File: config.mk
export PLATFORM = sky130hd
export DESIGN_NAME = fp_cvt_f2i_seq
export DESIGN_NICKNAME = d
export VERILOG_FILES = /design/src/rtl/fp_cvt_f2i_seq.sv
export SDC_FILE = /design/constraint.sdc
export NUM_CORES = 1
export LEC_CHECK = 0
export BUFFER_PORTS_ARGS = -buffer_cell sky130_fd_sc_hd__clkbuf_2
export CORE_MARGIN = 2
export CORE_UTILIZATION = 35
export CTS_BUF_LIST = sky130_fd_sc_hd__clkbuf_4 sky130_fd_sc_hd__clkbuf_8
export DETAILED_ROUTE_END_ITERATION = 10
export PLACE_DENSITY = 0.52
export SYNTH_ARGS = -nofsm -noshare
export SYNTH_HDL_FRONTEND = slang
export SYNTH_SLANG_ARGS = --single-unit
export TNS_END_PERCENT = 10
File: constraint.sdc
create_clock -name clock -period 9.1 [get_ports clock]
set_input_delay 1.82 -clock clock [delete_from_list [all_inputs] [get_ports clock]]
set_output_delay 1.82 -clock clock [all_outputs]
set_load 0.01 [all_outputs]
File: src/rtl/fp_cvt_f2i_seq.sv
// Sequential f32 -> i32/ui32 converter. The significand is aligned by a
// STEP-bit-per-cycle shifter, then rounded, range-checked and registered.
module fp_cvt_f2i_seq #(
  parameter int unsigned STEP = 1
) (
  input  logic        clock,
  input  logic        reset,
  input  logic        enable,
  input  logic [31:0] data1,
  input  logic [2:0]  rm,
  input  logic [1:0]  fcvt_op,
  output logic [31:0] result,
  output logic [4:0]  flags,
  output logic        ready
);

  typedef enum logic [1:0] {IDLE, SHIFT, ROUND} state_t;

  localparam logic [5:0] STEP_W = 6'(STEP);

  state_t      state_q, state_d;
  logic [5:0]  n_q, n_d;
  logic [34:0] wr_q, wr_d;
  logic        left_q, left_d;
  logic        sign_q, sign_d;
  logic        nan_q, nan_d;
  logic        huge_q, huge_d;
  logic        uns_q, uns_d;
  logic [2:0]  rm_q, rm_d;
  logic [31:0] result_q, result_d;
  logic [4:0]  flags_q, flags_d;
  logic        ready_q, ready_d;

  logic [7:0]  exp_raw, exp_eff, n8, diff8;
  logic [23:0] sig;
  logic        is_nan, is_special;
  logic [5:0]  step_amt;
  logic [34:0] shifted, sticky_mask;
  logic [31:0] mag;
  logic [32:0] mag_r;
  logic        g_bit, rs_bit, inexact, inc, nv;
  logic [31:0] res;

  always_comb begin
    exp_raw    = data1[30:23];
    exp_eff    = (exp_raw == 8'd0) ? 8'd1 : exp_raw;
    sig        = {exp_raw != 8'd0, data1[22:0]};
    is_nan     = (exp_raw == 8'hFF) && (data1[22:0] != 23'd0);
    is_special = (exp_raw >= 8'd159) || (data1[30:0] == 31'd0);
    diff8      = 8'd150 - exp_eff;
    if (exp_eff > 8'd150) n8 = exp_eff - 8'd150;
    else                  n8 = (diff8 > 8'd33) ? 8'd33 : diff8;

    step_amt    = (n_q < STEP_W) ? n_q : STEP_W;
    shifted     = wr_q >> step_amt;
    // Every bit at or below the shift amount collapses into the sticky bit.
    sticky_mask = ((35'd1 << step_amt) << 1) - 35'd1;

    mag     = wr_q[34:3];
    g_bit   = wr_q[2];
    rs_bit  = |wr_q[1:0];
    inexact = g_bit | rs_bit;
    case (rm_q)
      3'd1:    inc = 1'b0;
      3'd2:    inc = sign_q & inexact;
      3'd3:    inc = ~sign_q & inexact;
      3'd4:    inc = g_bit;
      default: inc = g_bit & (rs_bit | mag[0]);
    endcase
    mag_r = {1'b0, mag} + {32'd0, inc};

    nv  = 1'b0;
    res = 32'd0;
    if (nan_q) begin
      nv  = 1'b1;
      res = uns_q ? 32'hFFFF_FFFF : 32'h7FFF_FFFF;
    end else if (huge_q) begin
      nv  = 1'b1;
      if (uns_q) res = sign_q ? 32'h0000_0000 : 32'hFFFF_FFFF;
      else       res = sign_q ? 32'h8000_0000 : 32'h7FFF_FFFF;
    end else if (uns_q) begin
      if (sign_q) begin
        nv  = (mag_r != 33'd0);
        res = 32'd0;
      end else if (mag_r[32]) begin
        nv  = 1'b1;
        res = 32'hFFFF_FFFF;
      end else begin
        res = mag_r[31:0];
      end
    end else begin
      if (sign_q) begin
        if (mag_r > 33'h0_8000_0000) begin
          nv  = 1'b1;
          res = 32'h8000_0000;
        end else begin
          res = ~mag_r[31:0] + 32'd1;
        end
      end else if (mag_r > 33'h0_7FFF_FFFF) begin
        nv  = 1'b1;
        res = 32'h7FFF_FFFF;
      end else begin
        res = mag_r[31:0];
      end
    end
  end

  always_comb begin
    state_d  = state_q;
    n_d      = n_q;
    wr_d     = wr_q;
    left_d   = left_q;
    sign_d   = sign_q;
    nan_d    = nan_q;
    huge_d   = huge_q;
    uns_d    = uns_q;
    rm_d     = rm_q;
    result_d = result_q;
    flags_d  = flags_q;
    ready_d  = 1'b0;
    case (state_q)
      IDLE: begin
        if (enable) begin
          sign_d = data1[31];
          rm_d   = rm;
          uns_d  = (fcvt_op == 2'd1);
          nan_d  = is_nan;
          huge_d = (exp_raw >= 8'd159) && !is_nan;
          left_d = (exp_eff > 8'd150);
          wr_d   = {8'd0, sig, 3'd0};
          if (is_special) begin
            n_d     = 6'd0;
            wr_d    = 35'd0;
            state_d = ROUND;
          end else begin
            n_d     = n8[5:0];
            state_d = (n8 == 8'd0) ? ROUND : SHIFT;
          end
        end
      end
      SHIFT: begin
        if (left_q) wr_d = wr_q << step_amt;
        else        wr_d = {shifted[34:1], |(wr_q & sticky_mask)};
        n_d = n_q - step_amt;
        if (n_q == step_amt) state_d = ROUND;
      end
      ROUND: begin
        result_d = res;
        flags_d  = nv ? 5'b10000 : {4'b0000, inexact};
        ready_d  = 1'b1;
        state_d  = IDLE;
      end
      default: state_d = IDLE;
    endcase
  end

  always_ff @(posedge clock or negedge reset) begin
    if (!reset) begin
      state_q  <= IDLE;
      n_q      <= 6'd0;
      wr_q     <= 35'd0;
      left_q   <= 1'b0;
      sign_q   <= 1'b0;
      nan_q    <= 1'b0;
      huge_q   <= 1'b0;
      uns_q    <= 1'b0;
      rm_q     <= 3'd0;
      result_q <= 32'd0;
      flags_q  <= 5'd0;
      ready_q  <= 1'b0;
    end else begin
      state_q  <= state_d;
      n_q      <= n_d;
      wr_q     <= wr_d;
      left_q   <= left_d;
      sign_q   <= sign_d;
      nan_q    <= nan_d;
      huge_q   <= huge_d;
      uns_q    <= uns_d;
      rm_q     <= rm_d;
      result_q <= result_d;
      flags_q  <= flags_d;
      ready_q  <= ready_d;
    end
  end

  assign result = result_q;
  assign flags  = flags_q;
  assign ready  = ready_q;

endmodule

Word-level counts from Yosys, hierarchy flattened:

Cells that the tools add are included.
Widths: inputs -> output; s select.

* bits in registers: 89
* bits of input ports: 40
* output and inout port bits: 38
* word-level logic and storage cells: 102

* add/subtract/negate cells: 6
* $lt $le $gt $ge: 6
* equality and inequality tests: 11
* shift-type cells: 3
* multiplexer cells: 39
* bitwise logic cells: 8
* reductions and logical operators: 17

Operator list (count)
* $mux 32: 12
* $mux 35: 2
* $pmux 35 s2: 1
* $and 35x35->35: 1
* $reduce_or 35->1: 1
* $shl 35x6->35: 1
* $shr 35x6->35: 1
* $sub 35x1->35 const B: 1
* $shl 1x6->34 const A: 1
* $add 32x1->33: 1
* $gt 33x31->1 const B: 1
* $gt 33x32->1 const B: 1
* $reduce_bool 33->1: 1
* $add 32x1->32 const B: 1
* $not 32->32: 1
* $logic_not 31->1: 1
* $mux 27: 1
* $mux 8: 3
* $reduce_bool 23->1: 1
* $mux 6: 3
* $logic_not 8->1: 2
* $pmux 6 s2: 1
* $mux 1: 9
* $eq 8x8->1 const B: 1
* 29 further kinds: 41

Longest topological paths before layout:

Gate-level depths: netlist of the first run.

* depth after elaboration: 12
* depth in mapped cells: 21

Worst setup path before layout of the first run:

No wires, ideal clock.

* kind: register -> register
* start: register sign_q
* end: register flags_q[4] (netlist: flags[4])
* setup time: 0.066 ns
* arrival: 4.372 ns
* required time: 9.034 ns
* slack: 4.662 ns
* stages on the path, launching flop included: 21
* clock period less this slack: 4.438 ns
* cells stage by stage: dfrtp_1 > clkbuf_1 > xnor2_1 > nor2_1 > nand2_1 > nand2_1 > a211oi_1 > a21oi_1 > ha_1 > ha_1 > buf_2 > nand3_2 > nor4_1 > or4b_1 > xor2_1 > or4_1 > or4_4 > o21a_1 > buf_2 > o221ai_2 > o32a_1

* word-level cells in the longest chain between the ends: 11

RTL lines
* from (decl): RTL line 25 `logic sign_q, sign_d;`
* from (signal assigned): RTL line 176 `sign_q <= sign_d;`
* $not 1->1: RTL line 66 `3'd3: inc = ~sign_q & inexact;`
* $and 1x1->1: RTL line 66
* $pmux 1 s4: RTL line 63 `case (rm_q)`
* $add 32x1->33: RTL line 70 `mag_r = {1'b0, mag} + {32'd0, inc};`
* $gt 33x31->1 or $gt 33x32->1 (tied branches): RTL line 99, 93
* $mux 1, on equally long branches: RTL line 99, 93
* $mux 1: RTL line 92 `if (sign_q) begin`
* $mux 1 *: RTL line 81 `end else if (uns_q) begin`
* $mux 1 *: RTL line 77 `end else if (huge_q) begin`
* $mux 1 *: RTL line 74 `if (nan_q) begin`
* $mux 5 *: RTL line 149 `flags_d = nv ? 5'b10000 : {4'b0000, inexact};`
* to (signal assigned): RTL line 182 `flags_q <= flags_d;`
* to (decl): RTL line 31 `logic [4:0] flags_q, flags_d;`

Mark *: on every way between the ends. The rest lies on a longest branch, timed or not.
A chain may end at the register's enable or synchronous reset.

Worst setup path after layout of the first run:

* start: register sign_q
* end: register result_q[28] (netlist: result[28])

* word-level cells in the longest chain between the ends: 11

RTL lines
* $not 1->1: RTL line 66
* $and 1x1->1: RTL line 66
* $pmux 1 s4: RTL line 63
* $add 32x1->33: RTL line 70
* $not 32->32: RTL line 97 `res = ~mag_r[31:0] + 32'd1;`
* $add 32x1->32: RTL line 97
* $mux 32: RTL line 93 `if (mag_r > 33'h0_8000_0000) begin`
* $mux 32: RTL line 92
* $mux 32: RTL line 81
* $mux 32 *: RTL line 77
* $mux 32 *: RTL line 74
* to (signal assigned): RTL line 181 `result_q <= result_d;`
* to (decl): RTL line 30 `logic [31:0] result_q, result_d;`

Marks and branches as above.

==> impl_metrics.json, run 1 <==
{
  "dp_hpwl_um": 18900,
  "arrival_ns": 6.26,
  "cts.clk_slew.worst_paths_ns": 0.10,
  "power.leakage_nw": 3.19,
  "ctsHoldBuffers": 0,
  "report.final.setup_viol": 0,
  "cp_max_fo": 65,
  "h-tree-depth": 3,
  "power_density_nw_per_um2": 313,
  "avgSynthCellArea_um2": 7.42,
  "die_h_um": 153,
  "max_freq_mhz": 168,
  "io_pins": 78,
  "layout_common_cells": "nor2_1, nand2_1, a21oi_1, dfrtp_1, o21ai_0",
  "p_switching_mw": 1.34,
  "n_antenna_cell": 0,
  "end_kind": "flip-flop",
  "cp_data_required_time_ns": 9.41,
  "layout-drive-gt1-share": 0.125,
  "wirelength_um": 25800,
  "row_count": 54,
  "die_area_um2": 23300,
  "ir_worst_vdd_uv": 117,
  "ys_warn_count": 0,
  "async_flop_share": 1.00,
  "switching_share": 0.515,
  "grt_antenna_before_repair": 0,
  "post-route-period-util": 0.654,
  "ys_seq_area_frac": 0.279,
  "power_frac_clock": 0.113,
  "fin_crit_ns": 5.95,
  "wl_per_cell_um": 19.5,
  "fin_area_um2": 8320,
  "io_buffers": 74,
  "remaining_drc_errors": 0,
  "cts_resized": 0,
  "syn_area_um2": 7720,
  "grt_pass1_vias": 7171,
  "stdcell_count": 1324,
  "critical_path.startpoint_type": "flip-flop",
  "final_common_cell": "nor2_1",
  "finalHoldViolCount": 0,
  "synth-edff-count": 0,
  "rsz0062_at_grt": "no",
  "ys_types": 75,
  "cts_root_buffer": "clkbuf_8",
  "synth_cells": 1041,
  "grt_remaining_overflow": 0,
  "pre_cts_ws_ns": 3.26,
  "grt_pass1_wl_um": 41500,
  "grt_usage": 0.219,
  "dieWidth_um": 153,
  "postCtsSetupBuffers": 0,
  "finalClockSkew_ns": 0.0140,
  "maxCapViolCount": 0,
  "intPower_mw": 1.26,
  "slew_violations": 0,
  "design.core.area_um2": 21800,
  "nNetsFinal": 1089,
  "clk_latency_ns": 0.39,
  "clockBufferDepth": 2,
  "synth_seq_cells": 86,
  "r2r_setup_slack_ns": 3.15,
  "status": "complete, no violations",
  "grt_max_degree": 66,
  "hp-class": "flip-flop to flip-flop",
  "dp_cells": 1308,
  "via_per_inst": 5.91,
  "finish.utilization": 0.382,
  "synth_flop_cell": "dfrtp_1",
  "layout_setup_ws_ns": 3.15,
  "power_frac_seq": 0.343,
  "setup_tns_ns": 0,
  "placed_cell_area_um2": 8110,
  "cts_made_buffers": 9,
  "pwr-share-comb": 0.545,
  "first_pass_iters": 5,
  "vias": 7827,
  "tightest_slew_ns": 1.06,
  "cts_tree": "done",
  "start_util": 0.355,
  "syn_to_final_growth_pct": 7.66,
  "clock-sinks": 86,
  "slew_headroom": 0.280,
  "crit_type": "flip-flop to flip-flop",
  "gp_congestion": 0.910,
  "drtIter0Drc": 723,
  "ant_nets": 0
}
## synth_stat cells (all sizes together) (4+ instances only)
library cell,n,area (um2)
nand2,104,390
a311oi,8,70.1
nand4,20,125
and4,5,43.8
o32ai,5,43.8
a211oi,26,200
nor3b,5,37.5
nand2b,9,56.3
mux2,6,67.6
nand3,48,245
mux2i,36,360
clkbuf,71,268
nand4b,5,43.8
inv,23,86.3
or2,4,25.0
xor2,21,184
ha,10,125
a221oi,4,35.0
and2,8,50.1
nor2,110,413
or3,9,56.3
a21boi,5,37.5
nor4,21,153
a21o,15,113
a21oi,91,455
o221ai,4,41.3
nor3,24,125
a31o,4,35.0
buf,27,145
dfrtp,86,2150
o21ai,81,417
and3,8,50.1
a31oi,32,200
xnor2,41,359
nand3b,4,30.0
or4,8,67.6
o22ai,11,68.8
a2111oi,4,35.0
o211ai,6,45.0
## power groups by stage
stage	Combinational (mW)	Clock, mW	Sequential [mW]
3_5_place_dp	1.40	0	0.889
6_report	1.42	0.293	0.890
4_1_cts	1.41	0.302	0.882
2_1_floorplan	1.18	0	0.689
3_3_place_gp	1.40	0	0.891
5_1_grt	1.57	0.317	0.922
## critical path, stage by stage, from the launching register on
cell	delay, ns
dfrtp_2	0.35
buf_4	0.50
xnor2_1	0.13
nor2_1	0.10
nand2_1	0.07
nand2_1	0.06
a211oi_1	0.06
a21oi_1	0.13
ha_1	0.27
ha_1	0.42
nand3_2	0.19
nor2_1	0.55
nand2_1	0.20
xor2_1	0.42
nand4b_1	0.39
nor4b_2	0.62
a31o_2	0.70
or3b_2	0.49
a31oi_1	0.16
## through the flow
step / total power [mW] / hold slack, ns
final: 2.60 / 0.498
after global routing: 2.81 / 0.531
after CTS: 2.59 / 0.515
after detailed placement: 2.29 / 0.492
after global placement: 2.29 / 0.481
after floorplan: 1.87 / 0.467
## routing by layer
metal  GRT usage  wire length, um  vias to the layer above
met4      0.0644              605                        0
met1       0.322            12400                     3707
met5           0                0                        -
met2       0.326            11300                      307
met3      0.0410             1530                       36
li1            -                -                     3777
## cell families (layout without fill, tap and decap cells)
logic type               Yosys count  count (layout)  synth area share
AND/OR/NAND/NOR                  403             403             0.261
buffers and inverters            123             124            0.0656
adder cells (fa/ha/maj)           10              10            0.0162
XOR/XNOR                          62              62            0.0703
flip-flops                        86              86             0.279
other                              1               3          0.000486
multiplexers                      42              42            0.0554
AO/OA/AOI/OAI                    314             314             0.253
## cell type report
| class | count | area, um2 |
|---|---|---|
| fillers | 2310 | 13400 |
| multi-input cells | 834 | 5070 |
| flip-flops and latches | 86 | 2150 |
| repair buffers | 83 | 440 |
| well taps | 280 | 350 |
| clock buffers | 11 | 145 |
| inverters | 25 | 93.8 |
| clock inverters | 5 | 58.8 |
## registers in the layout, summed over array words and instances (netlist names)
name,flops
uns_q,1
wr_q,35
n_q,6
huge_q,1
flags,2
rm_q,3
ready,1
state_q,2
sign_q,1
result,32
left_q,1
nan_q,1
## worst paths after layout
kind | from | to | cells past startpoint
min reg2reg | flags[0] | flags[0] | 2
max in group asynchronous | reset | state_q[1] | 2
max | sign_q | result[28] | 18
min | flags[0] | flags[0] | 2
max reg2reg | sign_q | result[28] | 18
min in group asynchronous | reset | ready | 1
Note: power is estimated with default switching activity, not from simulation.
==> run 2, diff against run 1 <==
- ABC_AREA: unset -> 1
- PLACE_DENSITY: 0.52 -> 0.54
- clock period: 9.1 -> 5.3 ns (I/O delays scaled with it)
==> run 2 against run 1 <==
- cell count up 35%
- maximum frequency up 46%
- sequential power up 47%
- hold slack got worse by 0.0018 ns
- critical path depth grew 6
==> impl_metrics.json, run 2 <==
{
  "via_per_inst": 5.17,
  "final_common_cell": "nand2_1",
  "synth_cells": 1428,
  "clk_latency_ns": 0.39,
  "grt_pass1_wl_um": 48400,
  "nNetsFinal": 1517,
  "post-route-period-util": 0.770,
  "avgSynthCellArea_um2": 5.93,
  "wirelength_um": 29700,
  "crit_type": "flip-flop to flip-flop",
  "synth-edff-count": 0,
  "row_count": 56,
  "layout_common_cells": "nand2_1, nor2_1, nand3_1, inv_1, dfrtp_1",
  "end_kind": "flip-flop",
  "largest_reg_flops": 35,
  "start_util": 0.359,
  "postCtsSetupBuffers": 0,
  "synth_common_cells": "nand2_1, nor2_1, nand3_1",
  "first_pass_iters": 7,
  "worst_path_largest_cell_delay_ns": 0.36,
  "async_flop_share": 1.00,
  "report.final.setup_viol": 0,
  "yosysTopAreaCellShare": 0.254,
  "clock-sinks": 86,
  "die_area_um2": 25500,
  "drtIter0Drc": 741,
  "cts_resized": 0,
  "syn_area_um2": 8470,
  "r2r-start": "sign_q",
  "arrival_ns": 4.41,
  "io_buffers": 74,
  "n_antenna_cell": 0,
  "syn_to_final_growth_pct": 9.51,
  "finalHoldViolCount": 0,
  "fin_crit_ns": 4.08,
  "cp_max_fo": 25,
  "cts_tree": "done",
  "ys_types": 47,
  "remaining_drc_errors": 0,
  "grt_antenna_before_repair": 0,
  "power_density_nw_per_um2": 567,
  "synth_flop_cell": "dfrtp_1",
  "yosysMostFrequentCell": "nand2_1",
  "placed_cell_area_um2": 9080,
  "synth_seq_cells": 86,
  "layout_setup_ws_ns": 1.22,
  "slew_headroom": 0.265,
  "largest_register": "wr_q",
  "fin_area_um2": 9280,
  "pre_cts_ws_ns": 1.19,
  "layout-drive-gt1-share": 0.123,
  "cts_root_buffer": "clkbuf_8",
  "cts.clk_slew.worst_paths_ns": 0.09,
  "min-delay-start": "flags[0]",
  "hp-class": "flip-flop to flip-flop",
  "grt_remaining_overflow": 0,
  "ys_seq_area_frac": 0.254,
  "rsz0062_at_grt": "no",
  "wl_per_cell_um": 16.6,
  "slew_violations": 0,
  "grt_pass1_vias": 8739,
  "max_freq_mhz": 245,
  "grt_usage": 0.236,
  "status": "complete, no violations",
  "critical_path.startpoint_type": "flip-flop",
  "tightest_slew_ns": 1.10,
  "crit_chain": "clkinv_1 -> a211oi_1 -> o211ai_1 -> o21ai_0 -> ha_1 -> ha_1 -> nand2_2 -> nor2_4 -> nand2_2 -> nor2_1 -> nand2_1 -> nand2_1 -> nand2_1 -> nor2_4 -> nand2_1 -> nor2_2 -> nand3_4 -> nand2_4 -> nand3_1 -> nand2_1 -> nand2_1 -> nand2_1 -> nand2_1 -> a21oi_2",
  "maxCapViolCount": 0,
  "vias": 9247,
  "ys_warn_count": 0,
  "ctsHoldBuffers": 0,
  "gp_congestion": 0.931,
  "cp_data_required_time_ns": 5.63,
  "cts_made_buffers": 9,
  "clockBufferDepth": 2,
  "critPathLaunch": "sign_q",
  "power.leakage_nw": 4.60,
  "ant_nets": 0,
  "synthTopCellsByArea": "dfrtp_1, nand2_1, nand3_1",
  "cp_common_cell": "nand2_1",
  "die_h_um": 160,
  "grt_max_degree": 52,
  "io_pins": 78,
  "dieWidth_um": 160,
  "hold_slack_ns": 0.496,
  "setup_tns_ns": 0,
  "design.core.area_um2": 23600,
  "finalClockSkew_ns": 0.0130,
  "slowest_stage": "dfrtp_1",
  "dp_hpwl_um": 22700,
  "h-tree-depth": 3,
  "yosys.area.top_type": "dfrtp_1",
  "ir_worst_vdd_uv": 259
}
[run 2: cell types whose count changed in the layout (fill, tap and decap cells not counted), moves of 15 or more]
cell      change
nand2_2      +24
o211ai_1     +16
a211oi_1     -24
inv_1        +90
nand3_1      +81
a31oi_1      -16
a21oi_1      -51
nand2_1     +418
a22oi_1      +15
xnor2_1      -40
a21o_1       -15
nor2_1       +49
mux2i_1      -35
[run 2: metrics by stage]
| step | total power, mW | utilization | std cells |
|---|---|---|---|
| finish | 5.27 | 0.393 | 1787 |
| global route | 5.81 | 0.393 | 1787 |
| CTS | 5.27 | 0.393 | 1787 |
| detailed placement | 4.73 | 0.385 | 1775 |
| global placement | 4.72 | 0.385 | 1775 |
| floorplan | 3.73 | - | 1430 |
[run 2: final timing paths]
path / to / slack, ns / cells past startpoint
min in group asynchronous: result[8] / 0.65 / 1
max in group asynchronous: wr_q[27] / 3.57 / 2
worst min register to register: flags[0] / 0.50 / 2
worst max-delay path: result[19] / 1.22 / 24
worst max register to register: result[19] / 1.22 / 24
worst min-delay path: flags[0] / 0.50 / 2
[run 2: logic make-up after synthesis]
logic type / after synthesis / synth area share
AND/OR/NAND/NOR: 917 / 0.470
AO/OA/AOI/OAI: 201 / 0.142
buffers and inverters: 187 / 0.0912
flip-flops: 86 / 0.254
XOR/XNOR: 25 / 0.0258
adder cells (fa/ha/maj): 10 / 0.0148
other: 1 / 0.000443
multiplexers: 1 / 0.00118
[run 2: power by group]
group | internal, mW | switching, mW | leakage [nW] | total (mW)
clock | 0.268 | 0.252 | 0.100 | 0.520
combinational | 1.09 | 2.35 | 3.50 | 3.43
sequential | 0.955 | 0.357 | 1.00 | 1.31
total | 2.31 | 2.95 | 4.60 | 5.27
[run 2: layout make-up]
| class | instances | area [um2] |
|---|---|---|
| fill | 2664 | 14300 |
| clock inverter | 2 | 60.1 |
| inverter | 124 | 465 |
| sequential | 86 | 2150 |
| timing repair buffer | 89 | 485 |
| multi-input combinational | 1157 | 5580 |
| clock buffer | 10 | 138 |
| tap | 319 | 399 |
[run 2: worst max-delay path, delay by kind of cell, from the launching register on]
family	cells	cell delay [ns]
compound gates	4	0.64
buf+inv	1	0.12
simple gates	17	2.36
flops	1	0.36
fa+ha+maj	2	0.53
[run 2: layer usage]
layer | track usage | routed length [um] | vias up
met4 | 0.0455 | 379 | 0
met1 | 0.338 | 14300 | 4277
met3 | 0.0258 | 1260 | 23
li1 | - | - | 4722
met2 | 0.386 | 13800 | 225
met5 | 0 | 0 | -
